`src/rtl/ipv4_checksum_arbiter_if.sv`:
```
// rtl/ipv4_checksum_arbiter_if.sv - header request, verifier and result stream bundle
interface ipv4_checksum_arbiter_if #(
    parameter int NUM_REQ = 4
);
    localparam int TID_W = $clog2(NUM_REQ);

    logic [NUM_REQ-1:0]        req_tvalid;
    logic [NUM_REQ-1:0]        req_tready;
    logic [NUM_REQ-1:0][159:0] req_tdata;
    logic                      chk_hdr_tvalid;
    logic [159:0]              chk_hdr_tdata;
    logic                      chk_res_tvalid;
    logic                      chk_res_tdata;
    logic                      res_tvalid;
    logic                      res_tdata;
    logic [TID_W-1:0]          res_tid;

    modport slave (
        input  req_tvalid, req_tdata, chk_res_tvalid, chk_res_tdata,
        output req_tready, chk_hdr_tvalid, chk_hdr_tdata, res_tvalid, res_tdata, res_tid
    );

    modport master (
        output req_tvalid, req_tdata, chk_res_tvalid, chk_res_tdata,
        input  req_tready, chk_hdr_tvalid, chk_hdr_tdata, res_tvalid, res_tdata, res_tid
    );
endinterface

```
`src/rtl/ipv4_checksum_arbiter.sv`:
```
// rtl/ipv4_checksum_arbiter.sv - round-robin IPv4 header arbiter for a shared checksum verifier
module ipv4_checksum_arbiter #(
    parameter int NUM_REQ         = 4,
    parameter int MAX_OUTSTANDING = 4
) (
    input  logic                         clk,
    input  logic                         aresetn,
    ipv4_checksum_arbiter_if.slave       bus,
    input  logic                         counters_clear,
    output logic [15:0]                  pass_count,
    output logic [15:0]                  fail_count,
    output logic                         err_unexpected
);
    localparam int TID_W = $clog2(NUM_REQ);
    localparam int PTR_W = $clog2(MAX_OUTSTANDING);
    localparam int CNT_W = PTR_W + 1;

    logic [TID_W-1:0] rr_ptr;
    logic [TID_W-1:0] grant_idx;
    logic [TID_W-1:0] cand;
    logic             grant_ok;
    int               idx;
    logic [CNT_W-1:0] count;
    logic [PTR_W-1:0] wr_ptr;
    logic [PTR_W-1:0] rd_ptr;
    logic [TID_W-1:0] tag_mem [MAX_OUTSTANDING];
    logic             room;
    logic             accept;
    logic             pop;

    // Search begins one past the last winner so every requester gets a turn.
    always_comb begin
        grant_ok  = 1'b0;
        grant_idx = '0;
        idx       = 0;
        cand      = '0;
        for (int k = 1; k <= NUM_REQ; k++) begin
            idx = int'(rr_ptr) + k;
            if (idx >= NUM_REQ) idx = idx - NUM_REQ;
            cand = TID_W'(idx);
            if (!grant_ok && bus.req_tvalid[cand]) begin
                grant_ok  = 1'b1;
                grant_idx = cand;
            end
        end
    end

    // Room comes from the registered count, so a slot freed by a pop is only usable next cycle.
    assign room   = (count < CNT_W'(MAX_OUTSTANDING));
    assign accept = aresetn && room && grant_ok;
    assign pop    = bus.chk_res_tvalid && (count != '0);

    always_comb begin
        bus.req_tready = '0;
        if (accept) bus.req_tready[grant_idx] = 1'b1;
    end

    always_ff @(posedge clk) begin
        if (accept) tag_mem[wr_ptr] <= grant_idx;
    end

    always_ff @(posedge clk or negedge aresetn) begin
        if (!aresetn) begin
            rr_ptr             <= TID_W'(NUM_REQ - 1);
            count              <= '0;
            wr_ptr             <= '0;
            rd_ptr             <= '0;
            bus.chk_hdr_tvalid <= 1'b0;
            bus.chk_hdr_tdata  <= '0;
            bus.res_tvalid     <= 1'b0;
            bus.res_tdata      <= 1'b0;
            bus.res_tid        <= '0;
            pass_count         <= '0;
            fail_count         <= '0;
            err_unexpected     <= 1'b0;
        end else begin
            if (accept) begin
                rr_ptr            <= grant_idx;
                wr_ptr            <= wr_ptr + PTR_W'(1);
                bus.chk_hdr_tdata <= bus.req_tdata[grant_idx];
            end
            bus.chk_hdr_tvalid <= accept;

            if (pop) begin
                rd_ptr        <= rd_ptr + PTR_W'(1);
                bus.res_tid   <= tag_mem[rd_ptr];
                bus.res_tdata <= bus.chk_res_tdata;
            end
            bus.res_tvalid <= pop;

            case ({accept, pop})
                2'b10:   count <= count + CNT_W'(1);
                2'b01:   count <= count - CNT_W'(1);
                default: count <= count;
            endcase

            if (counters_clear) begin
                pass_count     <= '0;
                fail_count     <= '0;
                err_unexpected <= 1'b0;
            end else begin
                if (bus.res_tvalid && bus.res_tdata && (pass_count != 16'hFFFF))
                    pass_count <= pass_count + 16'd1;
                if (bus.res_tvalid && !bus.res_tdata && (fail_count != 16'hFFFF))
                    fail_count <= fail_count + 16'd1;
                if (bus.chk_res_tvalid && (count == '0))
                    err_unexpected <= 1'b1;
            end
        end
    end
endmodule

```
`src/flat_wrapper.sv`:
```
// flat-port wrapper written by rule: the top's interface ports become plain ports
module ipv4_checksum_arbiter_flat 
#(
    parameter int NUM_REQ         = 4,
    parameter int MAX_OUTSTANDING = 4
)
  (clk, aresetn, counters_clear, pass_count, fail_count, err_unexpected, bus_req_tvalid, bus_req_tdata, bus_chk_res_tvalid, bus_chk_res_tdata, bus_req_tready, bus_chk_hdr_tvalid, bus_chk_hdr_tdata, bus_res_tvalid, bus_res_tdata, bus_res_tid);
  ipv4_checksum_arbiter_if #(.NUM_REQ(NUM_REQ)) bus_i ();
  input  logic clk;
  input  logic aresetn;
  input  logic counters_clear;
  output logic [15:0] pass_count;
  output logic [15:0] fail_count;
  output logic err_unexpected;
  input wire logic [$bits(bus_i.req_tvalid)-1:0] bus_req_tvalid;
  input wire logic [$bits(bus_i.req_tdata)-1:0] bus_req_tdata;
  input wire logic [$bits(bus_i.chk_res_tvalid)-1:0] bus_chk_res_tvalid;
  input wire logic [$bits(bus_i.chk_res_tdata)-1:0] bus_chk_res_tdata;
  output wire logic [$bits(bus_i.req_tready)-1:0] bus_req_tready;
  output wire logic [$bits(bus_i.chk_hdr_tvalid)-1:0] bus_chk_hdr_tvalid;
  output wire logic [$bits(bus_i.chk_hdr_tdata)-1:0] bus_chk_hdr_tdata;
  output wire logic [$bits(bus_i.res_tvalid)-1:0] bus_res_tvalid;
  output wire logic [$bits(bus_i.res_tdata)-1:0] bus_res_tdata;
  output wire logic [$bits(bus_i.res_tid)-1:0] bus_res_tid;
  assign bus_i.req_tvalid = bus_req_tvalid;
  assign bus_i.req_tdata = bus_req_tdata;
  assign bus_i.chk_res_tvalid = bus_chk_res_tvalid;
  assign bus_i.chk_res_tdata = bus_chk_res_tdata;
  assign bus_req_tready = bus_i.req_tready;
  assign bus_chk_hdr_tvalid = bus_i.chk_hdr_tvalid;
  assign bus_chk_hdr_tdata = bus_i.chk_hdr_tdata;
  assign bus_res_tvalid = bus_i.res_tvalid;
  assign bus_res_tdata = bus_i.res_tdata;
  assign bus_res_tid = bus_i.res_tid;
  ipv4_checksum_arbiter #(.NUM_REQ(NUM_REQ), .MAX_OUTSTANDING(MAX_OUTSTANDING)) u_core (.clk(clk), .aresetn(aresetn), .bus(bus_i), .counters_clear(counters_clear), .pass_count(pass_count), .fail_count(fail_count), .err_unexpected(err_unexpected));
endmodule
```
`config.mk`:
```
export PLATFORM = sky130hd
export DESIGN_NAME = ipv4_checksum_arbiter_flat
export DESIGN_NICKNAME = d
export VERILOG_FILES = /design/src/rtl/ipv4_checksum_arbiter_if.sv /design/src/rtl/ipv4_checksum_arbiter.sv /design/src/flat_wrapper.sv
export SDC_FILE = /design/constraint.sdc
export NUM_CORES = 1
export LEC_CHECK = 0
export ABC_AREA = 1
export CORE_AREA = 2 2 327 329
export CTS_BUF_LIST = sky130_fd_sc_hd__clkbuf_8
export CTS_CLUSTER_SIZE = 20
export DETAILED_ROUTE_END_ITERATION = 10
export DIE_AREA = 0 0 329 331
export PLACE_DENSITY = 0.35
export SLEW_MARGIN = 30
export SYNTH_ARGS = -nofsm -noshare
export SYNTH_HDL_FRONTEND = slang
export SYNTH_SLANG_ARGS = --single-unit
```
`constraint.sdc`:
```
create_clock -name clk -period 2.55 [get_ports clk]
set_clock_uncertainty 0.05 [all_clocks]
set_input_delay 0.255 -clock clk [delete_from_list [all_inputs] [get_ports clk]]
set_output_delay 0.255 -clock clk [all_outputs]
set_load 0.05 [all_outputs]
```
## Yosys cells after proc, flatten, opt, wreduce, memory -nomap -nowiden

Memories as Yosys holds them, arrays and structs flattened. A register that Yosys moved wholly into a read port is not among the register bits.
Cells that the tools add are included.

| storage, ports and cells | value |
|---|---|
| bits in registers | 205 |
| memory bits (writable) | 8 |
| input bits | 649 |
| output and inout bits | 202 |
| logic and storage cells | 98 |
| memories kept | 1 |

| operators by class | value |
|---|---|
| $add $sub $neg | 14 |
| $lt $le $gt $ge | 11 |
| eq/ne operators | 4 |
| multiplexer cells | 34 |
| reductions and logical operators | 23 |

Memories:

| name | depth | width | read ports | clocked after Yosys merged registers in | wr ports | RTL line | RTL |
|---|---|---|---|---|---|---|---|
| u_core.tag_mem | 4 | 2 | 1 | 1 | 1 | ipv4_checksum_arbiter.sv:26 | `logic [TID_W-1:0] tag_mem [MAX_OUTSTANDING];` |

Operators by type and width:

| kind | count |
|---|---|
| binary-select mux 160 bit (select 2 bit) | 1 |
| 2-to-1 mux 160 bit | 1 |
| 2-to-1 mux 16 bit | 4 |
| adder 16 x 1 -> 16 bit, second input constant | 2 |
| != test 16 bit, second input constant | 2 |
| 2-to-1 mux 2 bit | 8 |
| < comparator 2 x 3 -> 1 bit, second input constant | 5 |
| 2-to-1 mux 1 bit | 13 |
| logical AND 1 bit | 12 |
| greater-or-equal comparator 3 bit, second input constant | 3 |
| binary-select mux 1 bit (select 2 bit) | 4 |
| nonzero test 2 bit | 4 |
| subtractor 2 x 1 -> 2 bit, second input constant | 4 |
| adder 2 x 2 -> 3 bit, second input constant | 2 |
| case mux 3 bit (2 select lines) | 1 |
| zero test 1 bit | 5 |
| adder 2 x 1 -> 2 bit, second input constant | 2 |
| adder 2 x 3 -> 4 bit, second input constant | 1 |
| greater-or-equal comparator 4 x 3 -> 1 bit, second input constant | 1 |
| 2-to-1 mux 4 bit | 1 |
| adder 2 x 1 -> 3 bit, second input constant | 1 |
| adder 3 x 1 -> 3 bit, second input constant | 1 |
| zero test 3 bit | 1 |
| < comparator 3 bit, second input constant | 1 |
| 6 further kinds | 6 |

## Longest topological paths before layout

Gate-level depths: netlist of run 1.

| logic depth | value |
|---|---|
| word-level depth | 20 |
| gate-level depth with buffers | 18 |
| mapped depth without buffers | 15 |

## Least setup slack after synthesis of run 1

Ideal clock, no wire load.

| timing path | value |
|---|---|
| kind | flip-flop to output port |
| start point | register u_core.rr_ptr[0] |
| end point | output bus_req_tready[2] |
| data arrival time | 2.644 ns |
| required time | 2.245 ns |
| slack | -0.399 ns |
| cell stages (with the launch flop) | 14 |
| path buffers | 3 |
| cells stage by stage | dfstp_2 buf_4 inv_4 nand2_1 nand2_1 nand2_1 nand2_2 inv_2 nand2_1 nand2_1 nand2_2 buf_2 buf_2 nor3_1 |

| on the way | value |
|---|---|
| cells in the longest elaborated chain, start to end | 20 |
| elaborated cells on any way between the ends | 45 |
| classes of those cells | add/sub: 8; order compare: 6; mux: 23; reduce/logical: 8 |

Ends and longest elaborated chain:

| item | RTL line | RTL |
|---|---|---|
| from (decl) | ipv4_checksum_arbiter.sv:18 | `logic [TID_W-1:0] rr_ptr;` |
| from (signal assigned) | ipv4_checksum_arbiter.sv:64 | `rr_ptr <= TID_W'(NUM_REQ - 1);` |
| from (signal assigned) | ipv4_checksum_arbiter.sv:78 | `rr_ptr <= grant_idx;` |
| adder 2 x 1 -> 3 bit | ipv4_checksum_arbiter.sv:38 | `idx = int'(rr_ptr) + k;` |
| greater-or-equal comparator 3 bit / subtractor 2 x 1 -> 2 bit (equally long branches) | ipv4_checksum_arbiter.sv:39 | `if (idx >= NUM_REQ) idx = idx - NUM_REQ;` |
| 2-to-1 mux 2 bit | ipv4_checksum_arbiter.sv:39 |  |
| binary-select mux 1 bit (select 2 bit) | ipv4_checksum_arbiter.sv:41 | `if (!grant_ok && bus.req_tvalid[cand]) begin` |
| 2-to-1 mux 1 bit (not written as such) | ipv4_checksum_arbiter.sv:41 |  |
| 2-to-1 mux 1 bit | ipv4_checksum_arbiter.sv:41 |  |
| zero test 1 bit | ipv4_checksum_arbiter.sv:41 |  |
| logical AND 1 bit | ipv4_checksum_arbiter.sv:41 |  |
| (+4 left out) | -- |  |
| zero test 1 bit | ipv4_checksum_arbiter.sv:41 |  |
| logical AND 1 bit | ipv4_checksum_arbiter.sv:41 |  |
| 2-to-1 mux 2 bit | ipv4_checksum_arbiter.sv:41 |  |
| < comparator 2 x 3 -> 1 bit (not written as such) / greater-or-equal comparator 2 x 1 -> 1 bit (equally long branches) | ipv4_checksum_arbiter.sv:55 | `if (accept) bus.req_tready[grant_idx] = 1'b1;` |
| logical AND 1 bit (not written as such) | ipv4_checksum_arbiter.sv:55 |  |
| 2-to-1 mux 1 bit (not written as such) | ipv4_checksum_arbiter.sv:55 |  |
| demux 1 bit (select 2 bit) | -- |  |
| 2-to-1 mux 4 bit (*) | ipv4_checksum_arbiter.sv:55 |  |
| to (decl) | flat_wrapper.sv:19 | `output wire logic [$bits(bus_i.req_tready)-1:0] bus_req_tready;` |

Mark *: on every way between the ends. The rest lies on a longest branch, timed or not. The select of a mux whose other input is x is not followed.

## Worst setup path in the final report of run 1

Same ends and word-level chain as after synthesis.

==> flow_metrics.py, run 1 <==
metrics = {
    "global_routing": {
        "antenna_found_initial": 26,
        "grt_pass1_vias": 19552,
        "grt.total_usage_pct": 16.9,
        "grt_overflow": 0,
        "grt_max_degree": 117,
        "grt_pass1_wl_microns": 134000,
    },
    "critical_path": {
        "required_ps": 2250,
        "crit_path_start": "u_core.rr_ptr[0]",
        "r2r_cells": 19,
        "timing.rr.start": "u_core.rr_ptr[0]",
        "critical_path_class": "flop to output port",
        "crit_path_max_fanout": 11,
        "arrival_ps": 2600,
        "crit_path_start_kind": "flop",
        "critPathCaptureType": "output port",
        "r2r_slack_ps": -150,
        "timing.rr.end": "u_core.bus.chk_hdr_tdata[150]",
    },
    "status": {
        "violations": "negative setup slack",
        "status": "finished with violations",
    },
    "synthesis": {
        "synthDistinctLibCells": 43,
        "synthAdderAreaFrac_pct": 0.672,
        "synthArstFlopShare_pct": 96.3,
        "synthFlopType": "dfrtp_1",
        "yosys.area_share.simple_pct": 44.1,
        "synthesis.yosys.warnings": 0,
        "synth_area_sq_um": 16000,
        "yosys.area.top_type": "dfrtp_1",
        "synthCells": 2638,
        "synth-edff-count": 8,
        "synth-seq-cells": 215,
        "synth.area.top_cells": "dfrtp_1, nand2_1, nand3_1, inv_1, buf_2",
        "yosysSeqAreaShare_pct": 33.9,
        "synth_compound_area_share_pct": 2.04,
        "synth_nets": 3295,
        "synthDominantCellAreaShare_pct": 32.0,
        "synth_mux_area_share_pct": 0,
        "syn_area_per_cell_sq_um": 6.07,
        "synth_xor_area_share_pct": 0.383,
        "synth_top_family_by_area": "simple AND/OR/NAND/NOR gates",
    },
    "route": {
        "dr.pass1.iters": 5,
        "wl_microns": 101000,
        "route.antenna.remaining_nets": 0,
        "route.detailed.drc": 0,
        "vias": 19728,
        "drt_iter0_markers": 915,
        "wl_per_cell_microns": 20.0,
        "viasPerCell": 3.91,
    },
    "cts": {
        "cts_htree_levels": 2,
        "clockBufferDepth": 3,
        "clk_latency_ps": 690,
        "cts_inserted_buffers": 52,
        "root_buffer": "clkbuf_8",
        "clk_pin_slew_worst_paths_ps": 60,
        "tritoncts": "built",
        "clock-sinks": 215,
    },
    "final_layout": {
        "final_cell_mix": "clkdlybuf4s50_1, nand2_1, inv_1",
        "final_cells": 5048,
        "final_common_cell": "clkdlybuf4s50_1",
        "stdcell_area_sq_um": 30000,
        "layout-drive-gt1-share_pct": 11.7,
        "nNetsFinal": 4253,
        "num-fill-cells": 11713,
        "fin_util_pct": 28.6,
        "area_growth_pct": 87.3,
    },
    "timing": {
        "final_max_slew_viol_count": 0,
        "setup_viol": 127,
        "worst_pin_slew_ps": 796,
        "rsz0062_at_grt": "yes",
        "layout_setup_ws_ps": -357,
        "fmax_mhz": 344,
        "hold_viol": 0,
        "fin_crit_sh_pct": 114,
        "slew_headroom_pct": 46.9,
        "min_period_ps": 2910,
    },
    "pwr": {
        "power_mw": 46.4,
        "powerDensity_nw_per_um2": 1550,
        "vdd_ir_drop_max_mv": 0.669,
        "p_leak_nw": 15.0,
    },
    "floorplanning": {
        "io_pins": 851,
        "core_sq_um": 105000,
        "start_util_pct": 15.3,
        "die_height_microns": 331,
        "die_w_microns": 329,
        "rows": 119,
        "die_area_sq_um": 109000,
    },
    "placement": {
        "dp_slack_ps": -122,
        "post_dp_cell_area_sq_um": 27200,
        "dp_hpwl_microns": 76100,
        "post-place-cells": 4862,
        "numPortBuffers": 850,
        "place.gp.congestion": 0.897,
    },
    "flow_run": {
        "maxCapViolCount": 0,
    },
    "worst_hold_path": {
        "hp-class": "input port to flop",
        "min_path_cells": 5,
        "hold_path_end": "u_core.bus.chk_hdr_tdata[21]",
        "min-delay-start": "bus_req_tdata[341]",
    },
}
==> worst max-delay path by stage <==
stage          depth (start not counted)  slack [ps]                 to
2_1_floorplan                         14         -40  bus_req_tready[1]
3_3_place_gp                          14        -130    u_core.count[2]
3_5_place_dp                          14        -120    u_core.count[2]
4_1_cts                               13        -410  bus_req_tready[2]
5_1_grt                               14        -490  bus_req_tready[3]
6_report                              14        -360  bus_req_tready[2]
==> what timing repair did <==
item                                   in CTS  in global routing
setup endpoints to repair                   9                164
endpoints found under the hold margin     206                  0
cloned                                      0                 25
pin swaps                                  17                 17
gates resized for setup                    60                133
hold buffers                                2                  0
setup buffers                              20                 26
==> layer usage <==
metal  share of wire, %  wire length [microns]  vias up  track usage [%]
met1                 41                  41900     9187             20.3
met4                2.7                   2710       10             6.53
met2                 50                  50600      541             29.1
met5              0.068                     69        -                0
met3                5.9                   5920      117             4.07
li1                   -                      -     9873                -
==> cells by family after synthesis <==
family	count (synthesis)
simple gates	1598
fa+ha+maj	8
flops	215
buf+inv	752
compound gates	58
xor+xnor	7
==> cell usage after synthesis, types with 2 or more instances <==
master / number
nand2_1: 847
buf_1: 10
buf_4: 16
nand2_2: 2
nand3_1: 563
o21ai_1: 2
nor4_1: 4
o31ai_1: 2
dfstp_2: 2
nor3_1: 13
clkbuf_1: 31
a31oi_1: 2
nand4_1: 6
a21oi_1: 18
inv_2: 4
o21ai_0: 28
buf_6: 5
xor2_1: 6
ha_1: 7
inv_1: 599
or2_2: 49
nand3_4: 2
dfrtp_1: 205
buf_2: 85
nor2_1: 53
or2_0: 2
or2_1: 50
edfxtp_1: 8
nor2_2: 3
==> final cells by class <==
cell class              count  area [sq um]  area share [%]
diodes                     21          52.6           0.175
flip-flops and latches    215          5420            18.1
well taps                1391          1740            5.80
inverters                 605          2300            7.67
repair buffers           1051         11400            38.0
multi-input cells        1671          8070            26.9
clock inverters            37           214           0.714
clock buffers              57           785            2.62
==> stage by stage <==
step	setup TNS, ps	hold slack (ps)
2_1_floorplan	-97.4	-90.6
3_3_place_gp	-1400	369
3_5_place_dp	-1270	375
4_1_cts	-1740	45.7
5_1_grt	-26580	130
6_report	-9270	167
==> sequential cells by signal, summed over array words and instances, names as in the netlist, 2 cells and up <==
| signal | count |
|---|---|
| u_core.pass_count | 16 |
| u_core.count | 3 |
| u_core.bus.chk_hdr_tdata | 160 |
| u_core.wr_ptr | 2 |
| u_core.tag_mem | 8 |
| u_core.rd_ptr | 2 |
| u_core.rr_ptr | 2 |
| u_core.bus.res_tid | 2 |
| u_core.fail_count | 16 |
==> power by group <==
part / internal, mW / leakage, nW / switching, mW
Sequential: 4.98 / 2.67 / 0.905
Combinational: 15.1 / 11.7 / 21.1
Clock: 2.24 / 0.590 / 2.03
==> critical path, cell delays in order, from the launching register on <==
cell	delay (ps)
dfstp_2	560
buf_12	140
inv_12	50
nand2_2	70
nand2_4	70
nand2_2	80
nand2_2	70
nand2_4	70
nand2_2	50
nand2_2	70
nand2_4	60
buf_8	120
buf_12	130
nor3_4	210
buf_12	160
No activity file was read; power rests on OpenSTA's default activity.
==> run 2: changes to the inputs <==
Settings changed: PLACE_DENSITY 0.35 to 0.34.
Clock period 2.55 ns to 2.8 ns, I/O delays scaled along.
==> run 2 against run 1 <==
  * The flow still finishes with violations (negative setup slack)
  * Power fell by 19%
  * Via count fell by 2.8%
  * Critical path type unchanged
  * Critical endpoint unchanged
  * Worst hold slack improved by 45 ps
  * Critical path depth fell by 2
  * Wire length fell by 3.0%
  * Clock power fell by 4%
  * Largest cell class unchanged
  * First-iteration DRC count fell by 12%
==> flow_metrics.py, run 2 (synthesized netlist as in run 1, its figures left out) <==
metrics = {
    "final_layout": {
        "top_register": "u_core.bus.chk_hdr_tdata",
        "top_regs": "u_core.bus.chk_hdr_tdata x160, u_core.fail_count x16, u_core.pass_count x16",
        "final_common_cell": "clkdlybuf4s50_1",
        "nNetsFinal": 4162,
        "stdcell_area_sq_um": 28300,
        "largest_reg_flops": 160,
        "area_growth_pct": 77.0,
        "layout-drive-gt1-share_pct": 8.35,
        "final_cell_mix": "clkdlybuf4s50_1, nand2_1, inv_1",
        "num-fill-cells": 11921,
    },
    "cts": {
        "clockBufferDepth": 3,
        "clock-sinks": 215,
        "cts_htree_levels": 2,
        "clk_pin_slew_worst_paths_ps": 50,
        "clk_latency_ps": 670,
        "cts_inserted_buffers": 52,
        "root_buffer": "clkbuf_8",
        "tritoncts": "built",
    },
    "critical_path": {
        "critical_path_class": "flop to output port",
        "critPathCaptureType": "output port",
        "arrival_ps": 2530,
        "crit_path_max_fanout": 9,
        "crit_path_start_kind": "flop",
        "required_ps": 2470,
    },
    "floorplanning": {
        "die_height_microns": 331,
        "rows": 119,
        "core_sq_um": 105000,
        "io_pins": 851,
        "start_util_pct": 15.3,
        "die_area_sq_um": 109000,
        "die_w_microns": 329,
    },
    "placement": {
        "place.gp.congestion": 0.841,
        "dp_slack_ps": 51.5,
        "post_dp_cell_area_sq_um": 26700,
        "numPortBuffers": 850,
        "dp_hpwl_microns": 76100,
    },
    "timing": {
        "fmax_mhz": 350,
        "setup_viol": 4,
        "hold_viol": 0,
        "min_period_ps": 2860,
        "rsz0062_at_grt": "yes",
        "hold_ws_ps": 212,
        "slew_headroom_pct": 43.7,
        "worst_pin_slew_ps": 844,
        "layout_setup_ws_ps": -56.3,
        "fin_crit_sh_pct": 102,
        "final_max_slew_viol_count": 0,
        "timing.setup.tns_ps": -157,
    },
    "global_routing": {
        "grt_overflow": 0,
        "antenna_found_initial": 37,
        "grt_max_degree": 89,
        "grt_pass1_wl_microns": 137000,
        "grt.total_usage_pct": 17.4,
        "grt_pass1_vias": 19495,
    },
    "pwr": {
        "p_leak_nw": 14.2,
        "powerDensity_nw_per_um2": 1330,
        "vdd_ir_drop_max_mv": 0.740,
    },
    "route": {
        "drt_iter0_markers": 808,
        "dr.pass1.iters": 5,
        "wl_microns": 98100,
        "route.detailed.drc": 0,
        "vias": 19174,
        "route.antenna.remaining_nets": 0,
        "wl_per_cell_microns": 19.8,
        "viasPerCell": 3.87,
    },
    "status": {
        "violations": "negative setup slack",
        "status": "finished with violations",
    },
    "worst_hold_path": {
        "hp-class": "input port to flop",
    },
    "flow_run": {
        "maxCapViolCount": 0,
    },
}
-- run 2: repair_timing --
item,CTS,global route
resized for setup,35,22
setup buffers,18,7
endpoints found under the hold margin,139,0
cloned,4,0
pin swaps,11,11
hold buffers,2,0
setup endpoints to repair,4,7
-- run 2: metal layers --
layer | global-route usage, % | share of wire (%) | up-vias
met2 | 30.9 | 51 | 507
met1 | 19.8 | 39 | 8844
li1 | - | - | 9683
met5 | 0 | 0.18 | -
met4 | 6.19 | 2.4 | 26
met3 | 5.14 | 6.8 | 114
-- run 2: path summary, 6_finish.rpt --
path | startpoint | endpoint | slack [ps] | cells past startpoint
worst max register to register | u_core.rr_ptr[0] | u_core.count[2] | 50 | 16
max in group asynchronous | aresetn | u_core.fail_count[4] | 1310 | 4
worst min-delay path | bus_req_tdata[439] | u_core.bus.chk_hdr_tdata[119] | 210 | 5
worst max-delay path | u_core.rr_ptr[0] | bus_req_tready[2] | -60 | 12
worst min register to register | u_core.bus.chk_hdr_tdata[3] | u_core.bus.chk_hdr_tdata[3] | 430 | 2
min in group asynchronous | aresetn | u_core.bus.chk_hdr_tdata[116] | 290 | 3
-- run 2: area by class of cell --
cell class / count / area, sq um / area share, %
clock buffer: 64 / 881 / 3.11
timing repair buffer: 960 / 10000 / 35.4
clock inverter: 28 / 184 / 0.649
sequential: 215 / 5420 / 19.1
inverter: 605 / 2290 / 8.07
antenna: 24 / 60.1 / 0.212
multi-input combinational: 1671 / 7730 / 27.3
tap: 1391 / 1740 / 6.14
-- run 2: where the power goes --
part	leakage [nW]	switching [mW]	total (mW)	internal [mW]
Sequential	2.67	0.862	5.39	4.53
Combinational	10.9	17.7	28.1	10.4
Clock	0.595	1.85	4.09	2.24
Total	14.2	20.4	37.6	17.2
-- run 2: worst max-delay path, cell delays in order (launching register included) --
cell and delay, ps:
dfstp_2 580, inv_4 80, nand2_1 80, nand2_2 70, nand2_2 100, nand2_4 70
nor2_4 160, nand2_4 80, nand2_2 80, o21ai_4 90, buf_12 140, nor3_4 140
buf_12 170
-- run 2: through the flow --
stage          power, mW  instances  util, %
2_1_floorplan       21.1       2638        -
3_3_place_gp        32.8       4812     25.4
3_5_place_dp        32.5       4812     25.4
4_1_cts             38.3       4927     26.8
5_1_grt             40.8       4953     27.0
6_report            37.6       4958     27.0
==> run 3: changes to the inputs <==
Settings changed: SLEW_MARGIN 30 to 0.
==> results of run 3 <==
Final layout, timing and power as in run 2 (identical DEF).
